`config.mk`:
```
export PLATFORM = sky130hd
export DESIGN_NAME = writeback_arb_q
export DESIGN_NICKNAME = d
export VERILOG_FILES = /design/src/rtl/writeback_arb_q_pkg.sv /design/src/rtl/writeback_arb_q_rr_arbiter.sv /design/src/rtl/writeback_arb_q.sv
export SDC_FILE = /design/constraint.sdc
export NUM_CORES = 1
export LEC_CHECK = 0
export CAP_MARGIN = 5
export CORE_AREA = 5 5 182 184
export CTS_BUF_LIST = sky130_fd_sc_hd__clkbuf_2 sky130_fd_sc_hd__clkbuf_4 sky130_fd_sc_hd__clkbuf_8
export CTS_CLUSTER_DIAMETER = 30
export DETAILED_ROUTE_END_ITERATION = 8
export DIE_AREA = 0 0 187 189
export PLACE_DENSITY = 0.61
export SETUP_SLACK_MARGIN = 0.02
export SLEW_MARGIN = 10
export SYNTH_ARGS = -nofsm -noshare
export SYNTH_HDL_FRONTEND = slang
export SYNTH_SLANG_ARGS = --single-unit
```
`constraint.sdc`:
```
create_clock -name clk -period 5.61 [get_ports clk]
set_clock_uncertainty 0.05 [all_clocks]
set_input_delay 1.122 -clock clk [delete_from_list [all_inputs] [get_ports clk]]
set_output_delay 1.122 -clock clk [all_outputs]
set_load 0.01 [all_outputs]
```
`src/rtl/writeback_arb_q_pkg.sv`:
```
// Shared writeback definitions: request record, default source count and the
// fixed source slot assignment used by the execute/LSU/M-ext units.
package writeback_arb_q_pkg;

  localparam int WRB_XLEN    = 32;
  localparam int WRB_RADDR_W = 5;
  localparam int WRB_NUM_SRC = 4;

  localparam int WRB_SRC_ALU = 0;
  localparam int WRB_SRC_LSU = 0;  // ALU and LSU share a port upstream
  localparam int WRB_SRC_CSR = 1;
  localparam int WRB_SRC_MUL = 2;
  localparam int WRB_SRC_DIV = 3;

  typedef struct packed {
    logic [WRB_RADDR_W-1:0] rd_addr;
    logic [WRB_XLEN-1:0]    rd_data;
  } type_wrb_req_s;

  function automatic int wrap_idx(input int idx, input int n);
    return (idx >= n) ? (idx - n) : idx;
  endfunction

endpackage

```
`src/rtl/writeback_arb_q_rr_arbiter.sv`:
```
// One-hot request arbiter: rotating priority starting at ptr_reg, or fixed
// priority (index 0 highest) when RR_EN is 0.
module wrb_rr_arbiter
  import writeback_arb_q_pkg::*;
#(
  parameter int NUM_SRC = WRB_NUM_SRC,
  parameter int RR_EN   = 1
) (
  input  logic               clk,
  input  logic               rst_n,
  input  logic [NUM_SRC-1:0] req_i,
  input  logic               advance_i,
  output logic [NUM_SRC-1:0] grant_o
);

  localparam int PW = (NUM_SRC > 1) ? $clog2(NUM_SRC) : 1;

  logic [PW-1:0] ptr_reg;
  logic [PW-1:0] ptr_next;
  logic [PW-1:0] winner;
  logic [PW-1:0] cand;
  logic          found;

  always_comb begin
    grant_o = '0;
    winner  = '0;
    cand    = '0;
    found   = 1'b0;
    for (int off = 0; off < NUM_SRC; off++) begin
      cand = (RR_EN != 0) ? PW'(wrap_idx(int'(ptr_reg) + off, NUM_SRC)) : PW'(off);
      if (!found && req_i[cand]) begin
        found         = 1'b1;
        grant_o[cand] = 1'b1;
        winner        = cand;
      end
    end
  end

  // Pointer moves past the winner only when the grant actually transferred.
  always_comb begin
    ptr_next = ptr_reg;
    if (advance_i) begin
      ptr_next = (winner == PW'(NUM_SRC - 1)) ? '0 : winner + 1'b1;
    end
  end

  always_ff @(posedge clk) begin
    if (!rst_n) begin
      ptr_reg <= '0;
    end else begin
      ptr_reg <= ptr_next;
    end
  end

endmodule

```
`src/rtl/writeback_arb_q.sv`:
```
// Writeback stage: arbitrates result producers into a small in-order queue that
// drains to the register-file write port and answers operand-forwarding lookups.
module writeback_arb_q
  import writeback_arb_q_pkg::*;
#(
  parameter int XLEN       = WRB_XLEN,
  parameter int NUM_SRC    = WRB_NUM_SRC,
  parameter int RADDR_W    = WRB_RADDR_W,
  parameter int FIFO_DEPTH = 4,
  parameter int RR_EN      = 1
) (
  input  logic                          clk,
  input  logic                          rst_n,
  input  logic [NUM_SRC-1:0]            src_valid_i,
  output logic [NUM_SRC-1:0]            src_ready_o,
  input  logic [NUM_SRC*RADDR_W-1:0]    src_rd_addr_i,
  input  logic [NUM_SRC*XLEN-1:0]       src_rd_data_i,
  output logic                          rf_wr_req_o,
  input  logic                          rf_wr_ready_i,
  output logic [RADDR_W-1:0]            rf_wr_addr_o,
  output logic [XLEN-1:0]               rf_wr_data_o,
  input  logic [2*RADDR_W-1:0]          fwd_rs_addr_i,
  output logic [1:0]                    fwd_hit_o,
  output logic [2*XLEN-1:0]             fwd_data_o,
  output logic [$clog2(FIFO_DEPTH):0]   q_count_o,
  output logic                          q_empty_o
);

  localparam int PW = $clog2(FIFO_DEPTH);
  localparam int CW = PW + 1;

  logic [RADDR_W-1:0] q_addr_reg [FIFO_DEPTH];
  logic [XLEN-1:0]    q_data_reg [FIFO_DEPTH];
  logic [PW-1:0]      wr_ptr_reg;
  logic [PW-1:0]      rd_ptr_reg;
  logic [CW-1:0]      count_reg;
  logic [CW-1:0]      count_next;

  logic [NUM_SRC-1:0] grant;
  logic               can_accept;
  logic               xfer;
  logic               enq;
  logic               deq;
  logic [RADDR_W-1:0] sel_addr;
  logic [XLEN-1:0]    sel_data;

  wrb_rr_arbiter #(
    .NUM_SRC (NUM_SRC),
    .RR_EN   (RR_EN)
  ) u_arb (
    .clk       (clk),
    .rst_n     (rst_n),
    .req_i     (src_valid_i),
    .advance_i (xfer),
    .grant_o   (grant)
  );

  // A slot frees up in the same cycle as a dequeue, so full+deq still accepts.
  assign rf_wr_req_o = rst_n && (count_reg != '0);
  assign deq         = rf_wr_req_o && rf_wr_ready_i;
  assign can_accept  = (count_reg < CW'(FIFO_DEPTH)) || deq;
  assign xfer        = rst_n && (|grant) && can_accept;
  assign src_ready_o = xfer ? grant : '0;

  always_comb begin
    sel_addr = '0;
    sel_data = '0;
    for (int s = 0; s < NUM_SRC; s++) begin
      if (grant[s]) begin
        sel_addr = sel_addr | src_rd_addr_i[s*RADDR_W +: RADDR_W];
        sel_data = sel_data | src_rd_data_i[s*XLEN +: XLEN];
      end
    end
  end

  // Writes to x0 complete the handshake but never occupy a queue slot.
  assign enq = xfer && (sel_addr != '0);

  always_ff @(posedge clk) begin
    if (enq) begin
      q_addr_reg[wr_ptr_reg] <= sel_addr;
      q_data_reg[wr_ptr_reg] <= sel_data;
    end
  end

  always_comb begin
    count_next = count_reg;
    case ({enq, deq})
      2'b10:   count_next = count_reg + 1'b1;
      2'b01:   count_next = count_reg - 1'b1;
      default: count_next = count_reg;
    endcase
  end

  always_ff @(posedge clk) begin
    if (!rst_n) begin
      wr_ptr_reg <= '0;
      rd_ptr_reg <= '0;
      count_reg  <= '0;
    end else begin
      if (enq) wr_ptr_reg <= wr_ptr_reg + 1'b1;
      if (deq) rd_ptr_reg <= rd_ptr_reg + 1'b1;
      count_reg <= count_next;
    end
  end

  assign rf_wr_addr_o = q_addr_reg[rd_ptr_reg];
  assign rf_wr_data_o = q_data_reg[rd_ptr_reg];
  assign q_count_o    = count_reg;
  assign q_empty_o    = (count_reg == '0);

  // Scan oldest to youngest so the last match left standing is the youngest.
  for (genvar gi = 0; gi < 2; gi++) begin : g_fwd
    logic [RADDR_W-1:0] rs;
    logic [PW-1:0]      fidx;
    logic               hit;
    logic [XLEN-1:0]    data;

    assign rs = fwd_rs_addr_i[gi*RADDR_W +: RADDR_W];

    always_comb begin
      hit  = 1'b0;
      data = '0;
      fidx = '0;
      for (int i = 0; i < FIFO_DEPTH; i++) begin
        fidx = rd_ptr_reg + PW'(i);
        if ((CW'(i) < count_reg) && (rs != '0) && (q_addr_reg[fidx] == rs)) begin
          hit  = 1'b1;
          data = q_data_reg[fidx];
        end
      end
    end

    assign fwd_hit_o[gi]               = hit;
    assign fwd_data_o[gi*XLEN +: XLEN] = data;
  end

endmodule

```
==> flow_metrics.env <==
export IMPL_cp_top_family="simple AND/OR/NAND/NOR gates"
export IMPL_rsz0062_at_grt="true"
export IMPL_num_vias=10180
export IMPL_final_nets=1427
export IMPL_wl_um=39350
export IMPL_initial_core_util=0.3960
export IMPL_synth_simple_gate_area_frac=0.08621
export IMPL_r2r_cells=13
export IMPL_crit_path_max_fanout=12
export IMPL_synth_edff_count=148
export IMPL_synthesis_instances=1016
export IMPL_cts_tree="built"
export IMPL_numCtsBuffers=17
export IMPL_hp_class="flop to flop"
export IMPL_synth_seq_cells=159
export IMPL_p_total_mw=6.823
export IMPL_crit_type="input pin to output pin"
export IMPL_fp_dieW_um=187
export IMPL_async_reset_ff_frac=0
export IMPL_hpwl_um=27430
export IMPL_worstPathArrival_ns=4.38
export IMPL_syn_num_nets=1196
export IMPL_finalSetupTns_ns=0
export IMPL_grt_pass1_vias=10370
export IMPL_slowest_stage="nor2_2"
export IMPL_ios=277
export IMPL_synth_xor_area_frac=0.03258
export IMPL_io_buffers=276
export IMPL_area_growth_pct=29.70
export IMPL_fin_crit_ns=5.548
export IMPL_r2r_end="q_count_o[2]$_SDFFE_PN0P_"
export IMPL_synthAdderAreaFrac=0.01518
export IMPL_synthDistinctLibCells=50
export IMPL_max_slew_margin_rel=0.2590
export IMPL_drive_gt1_frac=0.2103
export IMPL_min_period_over_period=0.9890
export IMPL_setup_viol_count_final=0
export IMPL_p_per_area_mw_per_mm2=425.5
export IMPL_min_delay_path_depth=2
export IMPL_place_ws_ns=0.07047
export IMPL_viasPerCell=6.121
export IMPL_wire_per_inst_um=23.66
export IMPL_crit_path_start="fwd_rs_addr_i[9]"
export IMPL_worst_pin_slew_ns=1.100
export IMPL_grt_overflow=0
export IMPL_synth_compound_area_frac=0.1397
export IMPL_end_kind="output pin"
export IMPL_p_leak_nw=5.175
export IMPL_vdd_drop_max_v=0.0003202
export IMPL_cts_sinks=159
export IMPL_dpl_cell_area_mm2=0.01565
export IMPL_root_buffer="clkbuf_8"
export IMPL_path_common_cell="clkdlybuf4s50_1"
export IMPL_clk_pin_slew_worst_paths_ns=0.09
export IMPL_hold_path_end="wr_ptr_reg[1]$_SDFFE_PN0P_"
export IMPL_grt_pass1_wl_um=59720
export IMPL_clk_path_buf_depth=2
export IMPL_grt_max_degree=69
export IMPL_drt_iter0_markers=880
export IMPL_grt_use_total=0.2140
export IMPL_place_inst=1629
export IMPL_finalWeightedCongestion=0.8868
export IMPL_finalNonFillerCells=1663
export IMPL_drv_cap=0
export IMPL_fin_util=0.5135
export IMPL_insertion_delay_ns=0.46
export IMPL_cp_start_kind="input pin"
export IMPL_final_design_area_no_fill_mm2=0.01604
export IMPL_timing_rr_start="u_arb.ptr_reg[1]$_SDFFE_PN0P_"
export IMPL_cpPeakStageDelay_ns=0.75
export IMPL_detail_route_first_pass_iterations=5
export IMPL_synthesis_area_mm2=0.01237
export IMPL_ys_warn_count=0
export IMPL_synth_top_family_by_area="multiplexers"
export IMPL_die_h_um=189
export IMPL_antenna_found_initial=1
export IMPL_yosys_most_used_dff="edfxtp_1"
export IMPL_ys_seq_area_frac=0.3772
export IMPL_layout_common_cells="clkdlybuf4s50_1 (276), edfxtp_1 (148), nand2_1 (133)"
export IMPL_core_area_mm2=0.03123
export IMPL_finalHoldViolCount=0
export IMPL_die_area_mm2=0.03534
export IMPL_max_freq_ghz=0.1802
export IMPL_drv_slew=0
export IMPL_cp_data_required_time_ns=4.44
export IMPL_outcome="finished clean"
export IMPL_cts_post_setup_buffers_inserted=0
export IMPL_synthMuxAreaShare=0.3005
export IMPL_cp_num_buf_inv=2
export IMPL_rows=65
export IMPL_final_common_cell="clkdlybuf4s50_1"
export IMPL_largest_register_ffs=128
export IMPL_fin_ws_ns=0.06155
export IMPL_cp_cell_sequence="clkdlybuf4s50_1, xnor2_1, nand4_1, or4_1, nor2b_2, nor2_2, a221oi_1, a21oi_1, clkdlybuf4s50_1"
export IMPL_syn_avg_cell_area_um2=12.17
export IMPL_drc_errors=0
export IMPL_antenna_left=0
export IMPL_min_delay_start="wr_ptr_reg[1]$_SDFFE_PN0P_"
export IMPL_hold_ws_ns=0.4558
export IMPL_cts_max_level=4
export IMPL_worst_r2r_setup_slack_ns=1.32
[where the power goes]
group,internal (mW),switching (mW),total (mW)
Sequential,1.99,0.282,2.27
Combinational,1.73,2.01,3.75
Clock,0.362,0.449,0.811
Total,4.08,2.74,6.82
[routing by layer]
| layer | track usage | part of all wire | routed length [µm] |
|---|---|---|---|
| met1 | 0.2711 | 0.40 | 15780 |
| met2 | 0.3732 | 0.51 | 20040 |
| met3 | 0.04093 | 0.063 | 2479 |
| met4 | 0.06712 | 0.026 | 1040 |
| met5 | 0 | 0 | 0 |
[what timing repair did]
item / CTS / global route
resized for setup: 0 / 2
setup endpoints to repair: 0 / 26
hold buffers: 0 / 0
[cell usage after synthesis (2+ instances only)]
cell	number	share of area
edfxtp_1	148	0.36
nand2_1	135	0.041
mux4_2	131	0.24
clkbuf_1	67	0.020
a221oi_1	64	0.045
inv_1	38	0.012
a21oi_1	36	0.015
a222oi_1	36	0.029
mux2_2	36	0.033
mux2i_1	36	0.029
xnor2_1	36	0.025
nor2b_1	32	0.016
o31ai_1	25	0.015
buf_2	21	0.0085
o21ai_0	21	0.0085
ha_1	15	0.015
a211oi_1	14	0.0085
a21o_1	14	0.0085
buf_1	14	0.0042
dfxtp_1	11	0.018
and2_1	10	0.0051
xor2_1	10	0.0071
nor2_1	9	0.0027
nand4_1	8	0.0040
nor4_1	6	0.0030
or4_1	4	0.0024
and3_1	3	0.0015
buf_4	3	0.0018
nand3_1	3	0.0012
nor3_1	3	0.0012
a211o_1	2	0.0014
a221o_1	2	0.0016
buf_6	2	0.0018
nor2_2	2	0.0010
nor4b_1	2	0.0014
o211ai_1	2	0.0012
o221ai_1	2	0.0014
[cell type report]
class | instances | area (µm²)
inverter | 39 | 146.4
clock buffer | 18 | 241.5
fill | 2757 | 15190
timing repair buffer | 318 | 3166
clock inverter | 14 | 132.6
multi-input combinational | 712 | 7169
antenna | 1 | 2.502
tap | 402 | 503.0
sequential | 159 | 4677
[worst register-to-register path, cell delays in order, from the launching register on]
cell	delay (ns)
dfxtp_1	0.35
inv_1	0.09
ha_1	0.34
mux4_2	0.58
a221o_1	0.30
o31ai_2	0.25
nand2_2	0.19
a222oi_1	0.63
nand3_1	0.14
o31a_1	0.32
inv_2	0.15
ha_1	0.31
or3_1	0.38
a21boi_0	0.16
[worst max-delay path by stage]
stage | to | slack, ns | cells past startpoint
after floorplan | q_addr_reg[0][0]$_DFFE_PP_ | 1.02 | 12
after global placement | fwd_data_o[31] | 0.09 | 9
after detailed placement | fwd_data_o[31] | 0.07 | 9
after CTS | fwd_data_o[31] | 0.07 | 9
after global routing | fwd_data_o[63] | -0.04 | 9
final | fwd_data_o[34] | 0.06 | 9
[cells by family (layout without fill, tap and decap cells)]
logic type,Yosys count,in the layout
xor gates and xnor gates,46,46
buffers and inverters,146,389
other,0,1
adders and majority gates,15,15
and+or+nand+nor,223,224
muxes,203,203
DFF,159,159
AOI/OAI and AO/OA,224,224
(Power assumes the default switching activity.)
